==> config.mk <==
export PLATFORM = sky130hd
export DESIGN_NAME = exec_unit_alu_flat
export DESIGN_NICKNAME = d
export VERILOG_FILES = /design/src/rtl/exec_unit_alu_if.sv /design/src/rtl/exec_unit_alu.sv /design/src/flat_wrapper.sv
export SDC_FILE = /design/constraint.sdc
export NUM_CORES = 1
export LEC_CHECK = 0
export BUFFER_PORTS_ARGS = -buffer_cell sky130_fd_sc_hd__buf_4
export CAP_MARGIN = 20
export CORE_ASPECT_RATIO = 1.2
export CORE_MARGIN = 5
export CORE_UTILIZATION = 40
export DETAILED_ROUTE_END_ITERATION = 6
export REMOVE_ABC_BUFFERS = 1
export SLEW_MARGIN = 20
export SYNTH_ARGS = -nofsm -noshare
export SYNTH_HDL_FRONTEND = slang
export SYNTH_SLANG_ARGS = --single-unit
==> constraint.sdc <==
create_clock -name clk -period 3.99 [get_ports clk]
set_clock_uncertainty 0.05 [all_clocks]
set_input_delay 0.399 -clock clk [delete_from_list [all_inputs] [get_ports clk]]
set_output_delay 0.399 -clock clk [all_outputs]
set_load 0.01 [all_outputs]
==> src/rtl/exec_unit_alu_if.sv <==
// ---------------------------------------------------------------------------
// exec_unit_alu_if
//
// Purpose: bundles the dispatch port (reservation station -> ALU) and the
// result port (ALU -> common-data-bus arbiter) of the integer execution unit.
//
// Handshake semantics (both ports):
//   dispatch: an instruction transfers on a rising clk edge when
//             dispatch_valid && dispatch_ack are both high in that cycle.
//             dispatch_ack is combinational and may only be high when
//             dispatch_valid is high. The producer holds op/operands/tag
//             stable while dispatch_valid is high and dispatch_ack is low.
//   result:   the head result transfers (is popped) on a rising clk edge
//             when res_valid && res_grant are both high. res_tag/res_data
//             stay stable while res_valid is high and res_grant is low.
//
// Signals:
//   dispatch_valid, dispatch_op[2:0], dispatch_val1[31:0],
//   dispatch_val2[31:0], dispatch_dest_tag[TAG_WIDTH-1:0]   master -> slave
//   dispatch_ack                                            slave -> master
//   res_valid, res_tag[TAG_WIDTH-1:0], res_data[31:0]       slave -> master
//   res_grant                                               master -> slave
//
// Modports:
//   master - the reservation station / CDB arbiter side
//   slave  - the execution unit
// ---------------------------------------------------------------------------
interface exec_unit_alu_if #(
    parameter int TAG_WIDTH = 6
);
    logic                 dispatch_valid;
    logic [2:0]           dispatch_op;
    logic [31:0]          dispatch_val1;
    logic [31:0]          dispatch_val2;
    logic [TAG_WIDTH-1:0] dispatch_dest_tag;
    logic                 dispatch_ack;

    logic                 res_valid;
    logic [TAG_WIDTH-1:0] res_tag;
    logic [31:0]          res_data;
    logic                 res_grant;

    modport master (
        output dispatch_valid,
        output dispatch_op,
        output dispatch_val1,
        output dispatch_val2,
        output dispatch_dest_tag,
        input  dispatch_ack,
        input  res_valid,
        input  res_tag,
        input  res_data,
        output res_grant
    );

    modport slave (
        input  dispatch_valid,
        input  dispatch_op,
        input  dispatch_val1,
        input  dispatch_val2,
        input  dispatch_dest_tag,
        output dispatch_ack,
        output res_valid,
        output res_tag,
        output res_data,
        input  res_grant
    );
endinterface

==> src/rtl/exec_unit_alu.sv <==
// ---------------------------------------------------------------------------
// exec_unit_alu
//
// Purpose: integer functional unit behind the reservation-station dispatch
// port. Accepts one ready instruction per handshake, computes the result and
// holds it in a small in-order result FIFO until the CDB arbiter grants a
// broadcast slot. Results leave in acceptance order.
//
// Opcodes: 000 ADD, 001 SUB, 010 AND, 011 OR, 100 XOR, 101 SLL, 110 SRL,
//          111 MUL (low 32 bits of unsigned product). Shifts use B[4:0].
//
// Configuration macro: EXEC_UNIT_MUL_EN
//   defined     - opcode 111 is a multi-cycle multiplier run by a small
//                 IDLE/MUL FSM; dispatch is blocked while it runs.
//   not defined - no multiplier; opcode 111 completes in one cycle with a
//                 zero result and eu_busy is tied low.
//
// Parameters:
//   TAG_WIDTH   ROB tag width
//   RES_DEPTH   result FIFO entries (power of two, >= 1)
//   MUL_LATENCY accept-to-buffered-result cycles for MUL (>= 2)
//
// Ports:
//   clk        clock
//   rst        synchronous active-high reset
//   bus        exec_unit_alu_if.slave: dispatch and result handshakes
//   flush      discards an in-flight MUL and every buffered result
//   eu_busy    MUL in progress
//   res_count  number of buffered results
//   fsm_state  debug view of the MUL FSM (0 = IDLE, 1 = MUL)
// ---------------------------------------------------------------------------
module exec_unit_alu #(
    parameter int TAG_WIDTH   = 6,
    parameter int RES_DEPTH   = 2,
    parameter int MUL_LATENCY = 3
) (
    input  logic                       clk,
    input  logic                       rst,
    exec_unit_alu_if.slave             bus,
    input  logic                       flush,
    output logic                       eu_busy,
    output logic [$clog2(RES_DEPTH):0] res_count,
    output logic                       fsm_state
);

    localparam int CNT_W = $clog2(RES_DEPTH) + 1;
    // A depth of 1 still needs a 1-bit pointer; it simply never leaves 0.
    localparam int PTR_W = (RES_DEPTH > 1) ? $clog2(RES_DEPTH) : 1;

    typedef logic [PTR_W-1:0] ptr_t;

    localparam ptr_t             LAST_PTR  = ptr_t'(RES_DEPTH - 1);
    localparam logic [CNT_W-1:0] DEPTH_CNT = CNT_W'(RES_DEPTH);

    localparam logic [2:0] OP_ADD = 3'b000;
    localparam logic [2:0] OP_SUB = 3'b001;
    localparam logic [2:0] OP_AND = 3'b010;
    localparam logic [2:0] OP_OR  = 3'b011;
    localparam logic [2:0] OP_XOR = 3'b100;
    localparam logic [2:0] OP_SLL = 3'b101;
    localparam logic [2:0] OP_SRL = 3'b110;
    localparam logic [2:0] OP_MUL = 3'b111;

    // -----------------------------------------------------------------------
    // Result FIFO state
    // -----------------------------------------------------------------------
    logic [TAG_WIDTH-1:0] tag_mem  [RES_DEPTH];
    logic [31:0]          data_mem [RES_DEPTH];
    ptr_t                 rd_ptr;
    ptr_t                 wr_ptr;
    logic [CNT_W-1:0]     count;

    logic                 accept;
    logic                 push;
    logic                 pop;
    logic [TAG_WIDTH-1:0] push_tag;
    logic [31:0]          push_data;
    logic [31:0]          alu_res;
    logic                 buf_valid;

    function automatic ptr_t ptr_inc(input ptr_t p);
        return (p == LAST_PTR) ? '0 : ptr_t'(p + 1'b1);
    endfunction

    // -----------------------------------------------------------------------
    // Acceptance. Space is judged on the registered count only, so a pop in
    // the same cycle never makes room for a new instruction.
    // -----------------------------------------------------------------------
    assign accept = bus.dispatch_valid && !eu_busy && (count < DEPTH_CNT)
                    && !flush && !rst;
    assign bus.dispatch_ack = accept;

    // -----------------------------------------------------------------------
    // Single-cycle ALU
    // -----------------------------------------------------------------------
    always_comb begin
        alu_res = '0;
        unique case (bus.dispatch_op)
            OP_ADD:  alu_res = bus.dispatch_val1 + bus.dispatch_val2;
            OP_SUB:  alu_res = bus.dispatch_val1 - bus.dispatch_val2;
            OP_AND:  alu_res = bus.dispatch_val1 & bus.dispatch_val2;
            OP_OR:   alu_res = bus.dispatch_val1 | bus.dispatch_val2;
            OP_XOR:  alu_res = bus.dispatch_val1 ^ bus.dispatch_val2;
            OP_SLL:  alu_res = bus.dispatch_val1 << bus.dispatch_val2[4:0];
            OP_SRL:  alu_res = bus.dispatch_val1 >> bus.dispatch_val2[4:0];
            // MUL goes through the multiplier when it exists; otherwise it
            // completes here with a zero result.
            OP_MUL:  alu_res = '0;
            default: alu_res = '0;
        endcase
    end

`ifdef EXEC_UNIT_MUL_EN
    // -----------------------------------------------------------------------
    // Multi-cycle multiplier
    // -----------------------------------------------------------------------
    localparam int LAT_W = $clog2(MUL_LATENCY) + 1;

    typedef enum logic {
        ST_IDLE = 1'b0,
        ST_MUL  = 1'b1
    } state_t;

    state_t               state;
    state_t               state_nxt;
    logic [LAT_W-1:0]     lat_cnt;
    logic [31:0]          mul_a;
    logic [31:0]          mul_b;
    logic [TAG_WIDTH-1:0] mul_tag;
    logic                 mul_start;
    logic                 mul_done;
    logic [31:0]          mul_prod;

    assign mul_start = accept && (bus.dispatch_op == OP_MUL);

    // State register
    always_ff @(posedge clk) begin
        if (rst || flush) begin
            state <= ST_IDLE;
        end else begin
            state <= state_nxt;
        end
    end

    // Next-state logic
    always_comb begin
        state_nxt = state;
        unique case (state)
            ST_IDLE: if (mul_start)                state_nxt = ST_MUL;
            ST_MUL:  if (lat_cnt == LAT_W'(1))     state_nxt = ST_IDLE;
            default:                               state_nxt = ST_IDLE;
        endcase
    end

    // Output logic
    always_comb begin
        eu_busy   = 1'b0;
        mul_done  = 1'b0;
        fsm_state = 1'b0;
        if (state == ST_MUL) begin
            eu_busy   = 1'b1;
            fsm_state = 1'b1;
            // The result is pushed at the edge that ends the count==1 cycle,
            // so res_valid rises MUL_LATENCY cycles after acceptance.
            mul_done  = (lat_cnt == LAT_W'(1));
        end
    end

    // Latency counter and operand latches
    always_ff @(posedge clk) begin
        if (rst || flush) begin
            lat_cnt <= '0;
            mul_a   <= '0;
            mul_b   <= '0;
            mul_tag <= '0;
        end else if (mul_start) begin
            lat_cnt <= LAT_W'(MUL_LATENCY - 1);
            mul_a   <= bus.dispatch_val1;
            mul_b   <= bus.dispatch_val2;
            mul_tag <= bus.dispatch_dest_tag;
        end else if (state == ST_MUL) begin
            lat_cnt <= lat_cnt - 1'b1;
        end
    end

    assign mul_prod = mul_a * mul_b;

    // A completing MUL and a new acceptance never coincide: acceptance needs
    // eu_busy low, and mul_done only occurs while busy.
    assign push      = (accept && !mul_start) || mul_done;
    assign push_tag  = mul_done ? mul_tag  : bus.dispatch_dest_tag;
    assign push_data = mul_done ? mul_prod : alu_res;
`else
    assign eu_busy   = 1'b0;
    assign fsm_state = 1'b0;
    assign push      = accept;
    assign push_tag  = bus.dispatch_dest_tag;
    assign push_data = alu_res;
`endif

    // -----------------------------------------------------------------------
    // Result FIFO
    // -----------------------------------------------------------------------
    assign buf_valid = (count != '0);
    assign pop       = buf_valid && bus.res_grant && !flush;

    always_ff @(posedge clk) begin
        if (rst || flush) begin
            rd_ptr <= '0;
            wr_ptr <= '0;
            count  <= '0;
        end else begin
            if (push) begin
                wr_ptr <= ptr_inc(wr_ptr);
            end
            if (pop) begin
                rd_ptr <= ptr_inc(rd_ptr);
            end
            unique case ({push, pop})
                2'b10:   count <= count + 1'b1;
                2'b01:   count <= count - 1'b1;
                default: count <= count;
            endcase
        end
    end

    // Storage needs no reset: outputs are masked while the FIFO is empty.
    always_ff @(posedge clk) begin
        if (push && !rst && !flush) begin
            tag_mem[wr_ptr]  <= push_tag;
            data_mem[wr_ptr] <= push_data;
        end
    end

    assign bus.res_valid = buf_valid;
    assign bus.res_tag   = buf_valid ? tag_mem[rd_ptr]  : '0;
    assign bus.res_data  = buf_valid ? data_mem[rd_ptr] : '0;
    assign res_count     = count;

endmodule

==> src/flat_wrapper.sv <==
// flat-port wrapper written by rule: the top's interface ports become plain ports
module exec_unit_alu_flat 
#(
    parameter int TAG_WIDTH   = 6,
    parameter int RES_DEPTH   = 2,
    parameter int MUL_LATENCY = 3
)
  (clk, rst, flush, eu_busy, res_count, fsm_state, bus_dispatch_valid, bus_dispatch_op, bus_dispatch_val1, bus_dispatch_val2, bus_dispatch_dest_tag, bus_dispatch_ack, bus_res_valid, bus_res_tag, bus_res_data, bus_res_grant);
  exec_unit_alu_if #(.TAG_WIDTH(TAG_WIDTH)) bus_i ();
  input  logic clk;
  input  logic rst;
  input  logic flush;
  output logic eu_busy;
  output logic [$clog2(RES_DEPTH):0] res_count;
  output logic fsm_state;
  input wire logic [$bits(bus_i.dispatch_valid)-1:0] bus_dispatch_valid;
  input wire logic [$bits(bus_i.dispatch_op)-1:0] bus_dispatch_op;
  input wire logic [$bits(bus_i.dispatch_val1)-1:0] bus_dispatch_val1;
  input wire logic [$bits(bus_i.dispatch_val2)-1:0] bus_dispatch_val2;
  input wire logic [$bits(bus_i.dispatch_dest_tag)-1:0] bus_dispatch_dest_tag;
  output wire logic [$bits(bus_i.dispatch_ack)-1:0] bus_dispatch_ack;
  output wire logic [$bits(bus_i.res_valid)-1:0] bus_res_valid;
  output wire logic [$bits(bus_i.res_tag)-1:0] bus_res_tag;
  output wire logic [$bits(bus_i.res_data)-1:0] bus_res_data;
  input wire logic [$bits(bus_i.res_grant)-1:0] bus_res_grant;
  assign bus_i.dispatch_valid = bus_dispatch_valid;
  assign bus_i.dispatch_op = bus_dispatch_op;
  assign bus_i.dispatch_val1 = bus_dispatch_val1;
  assign bus_i.dispatch_val2 = bus_dispatch_val2;
  assign bus_i.dispatch_dest_tag = bus_dispatch_dest_tag;
  assign bus_dispatch_ack = bus_i.dispatch_ack;
  assign bus_res_valid = bus_i.res_valid;
  assign bus_res_tag = bus_i.res_tag;
  assign bus_res_data = bus_i.res_data;
  assign bus_i.res_grant = bus_res_grant;
  exec_unit_alu #(.TAG_WIDTH(TAG_WIDTH), .RES_DEPTH(RES_DEPTH), .MUL_LATENCY(MUL_LATENCY)) u_core (.clk(clk), .rst(rst), .bus(bus_i), .flush(flush), .eu_busy(eu_busy), .res_count(res_count), .fsm_state(fsm_state));
endmodule
==> flow_summary.json <==
{
  "yosysUniqueCellTypes": 76,
  "clock_sinks": 81,
  "worst_setup_path_start_kind": "primary input",
  "clkLatencyLatePin_ps": 320,
  "hold_class": "in2reg",
  "postRouteAntennaNets": 0,
  "worst_slack_ps": 194,
  "post-place-ws_ps": -453,
  "numPortBuffers": 119,
  "detail_route.drc_violations": 0,
  "overflow": 0,
  "maxSlewHeadroom_pct": 37.7,
  "grt_usage_pct": 25.5,
  "drv_slew": 0,
  "tightest_slew_ps": 924,
  "min_to": "u_core.tag_mem[1][1]",
  "die_w_um": 159,
  "r2r_slack_ps": 1560,
  "cp.arrival_ps": 3770,
  "mostFrequentLayoutCells": "buf_4, nor2_1, a21oi_1",
  "grt_pass1_wl_mm": 60.1,
  "yosys_warnings": 0,
  "via_count": 10482,
  "ys_seq_elements": 81,
  "critical-path-slowest-cell": "a2111o_1",
  "setup_violations": 0,
  "routedWlPerCell_um": 22.9,
  "avgViaCountPerCell": 6.03,
  "r2r_cells": 3,
  "grt_max_degree": 64,
  "start_util_pct": 40.5,
  "finalHoldViolCount": 0,
  "cts_made_buffers": 9,
  "peakVddDrop_mv": 0.211,
  "postSynthAreaPerCell_um2": 8.71,
  "io_pins": 122,
  "period_share_pct": 95.1,
  "hpwl_mm": 31.1,
  "clockRootBuffer": "clkbuf_16",
  "firstDrtPassIters": 7,
  "num_rows": 65,
  "reg2reg_to": "u_core.data_mem[1][4]",
  "hold_ws_ps": 208,
  "core_um2": 26300,
  "required_ps": 3970,
  "hold_path.startpoint": "bus_dispatch_dest_tag[1]",
  "syn_to_final_growth_pct": 21.6,
  "syn_inst": 1221,
  "synth_ff_type": "edfxtp_1",
  "syn_area_um2": 10600,
  "antenna_found_initial": 0,
  "cts_tree": "yes",
  "synth_edf_count": 76,
  "fillerInstances": 2558,
  "critPathMaxStageDelay_ps": 380,
  "layout-drive-gt1-share_pct": 24.9,
  "clock_path_buffers": 2,
  "die_h_um": 189,
  "drtIter0Drc": 1059,
  "max_cap_viol_count": 0,
  "htree_levels": 3,
  "postSynth.asyncResetShare_pct": 0,
  "final_common_cell": "buf_4",
  "die-area_um2": 29900,
  "nets": 1576,
  "crit_path_end_kind": "flop",
  "status": "finished clean",
  "stdcell_area_um2": 12900,
  "hold_depth": 1,
  "postPlaceCellArea_um2": 12600,
  "power_mw": 3.33,
  "clk_pin_slew_ps": 60,
  "power.density_nw_per_um2": 258,
  "leakagePower_nw": 5.42,
  "period_needed_ps": 3800,
  "critical_path_class": "in2reg",
  "routed_wl_mm": 39.8,
  "crit_fanout": 4,
  "grt_pass1_vias": 9946,
  "place.gp.congestion": 0.994,
  "ys_seq_area_share_pct": 22.4,
  "diodes": 0,
  "fmax_mhz": 263,
  "crit_chain": "buf_4 -> inv_1 -> ha_1 -> and4_2 -> nand3_1 -> buf_4 -> o21ai_0 -> xnor2_1 -> ha_1 -> a21oi_1 -> o21ai_0 -> a2111o_1 -> nor3_1 -> nand2b_2 -> xnor2_1 -> a22oi_1 -> nand2_1",
  "r2r_start": "u_core.res_count[1]"
}
==> where the power goes <==
| group | switching, mW | internal (mW) | total, mW | leakage [nW] |
|---|---|---|---|---|
| logic | 0.906 | 0.669 | 1.57 | 4.55 |
| clock network | 0.300 | 0.479 | 0.780 | 0.132 |
| registers | 0.00552 | 0.975 | 0.981 | 0.736 |
==> per-layer routing <==
metal | wire, um | up-vias | track usage [%] | part of all wire, %
li1 | - | 4911 | - | -
met1 | 16400 | 4995 | 34.4 | 41
met2 | 18500 | 492 | 41.2 | 47
met3 | 3240 | 84 | 3.48 | 8.1
met4 | 1680 | 0 | 10.7 | 4.2
met5 | 0 | - | 0 | 0
==> registers in the layout, indices dropped and copies added, names as in the netlist, named ones only <==
name and flops:
u_core.tag_mem 12, u_core.data_mem 64, u_core.wr_ptr 1, u_core.rd_ptr 1
u_core.res_count 2
==> critical path: cells and delay by family <==
family                     cells  cell delay, ps
and+or+nand+nor                5            1030
buffers and inverters          3             380
xor gates and xnor gates       2             260
AOI/OAI and AO/OA              5            1200
adders and majority gates      2             480
==> repair_timing <==
item	4_1_cts	5_1_grt
hold buffers	0	0
pin swaps	0	2
buffers inserted	0	1
setup endpoints to repair	2	16
gates resized for setup	2	10
==> how the worst max path moves through the flow <==
| stage | startpoint | end | slack, ps | depth (start not counted) |
|---|---|---|---|---|
| after floorplan | bus_dispatch_val2[2] | u_core.data_mem[0][25] | -270 | 12 |
| after global placement | bus_dispatch_val2[1] | u_core.data_mem[1][30] | -330 | 16 |
| after detailed placement | bus_dispatch_val2[1] | u_core.data_mem[0][30] | -450 | 16 |
| after CTS | bus_dispatch_val2[1] | u_core.data_mem[1][30] | 20 | 16 |
| after global routing | bus_dispatch_val2[1] | u_core.data_mem[0][24] | -30 | 18 |
| final | bus_dispatch_val2[0] | u_core.data_mem[0][19] | 190 | 17 |
==> cells by family (layout without fill, tap and decap cells) <==
kind of cell / count (synthesis) / in the layout / share of synthesized area (%)
AO/OA/AOI/OAI: 339 / 339 / 20.8
AND/OR/NAND/NOR: 334 / 334 / 13.7
buffers and inverters: 163 / 344 / 6.41
multiplexers: 143 / 143 / 19.9
adder cells (fa/ha/maj): 99 / 99 / 11.7
flip-flops: 81 / 81 / 22.4
XOR/XNOR: 61 / 61 / 5.03
other: 1 / 2 / 0.0353
==> per-stage QoR <==
stage	TNS, ps	instances	util, %
2_1_floorplan	-2890	1135	-
3_5_place_dp	-4260	1722	48.0
4_1_cts	0	1737	49.1
5_1_grt	-66.6	1738	49.2
3_3_place_gp	-2890	1722	48.0
6_report	0	1738	49.2
==> final cells by class <==
cell class | count | area [um2] | area share (%)
tap | 335 | 419 | 3.24
sequential | 81 | 2380 | 18.4
clock inverter | 5 | 57.6 | 0.445
multi-input combinational | 978 | 7630 | 59.0
inverter | 76 | 285 | 2.21
timing repair buffer | 253 | 1930 | 14.9
clock buffer | 10 | 229 | 1.77
==> synthesized netlist by cell type, drive strengths merged (6+ instances only) <==
cell	n	area [um2]
a211o	8	70.1
a211oi	13	103
a21o	16	120
a21oi	100	500
a221oi	9	91.3
a222oi	13	130
a22oi	17	128
a31oi	8	50.1
and3	8	50.1
buf	37	209
clkbuf	50	188
edfxtp	76	2280
ha	98	1230
inv	75	282
mux2	12	135
mux2i	79	791
mux4	52	1190
nand2	85	319
nand3	12	60.1
nand4	6	37.5
nor2	161	604
nor3	27	140
o211ai	14	105
o21ai	79	395
o22ai	10	62.6
xnor2	50	438
xor2	11	96.3
No activity file was read; power rests on OpenSTA's default activity.
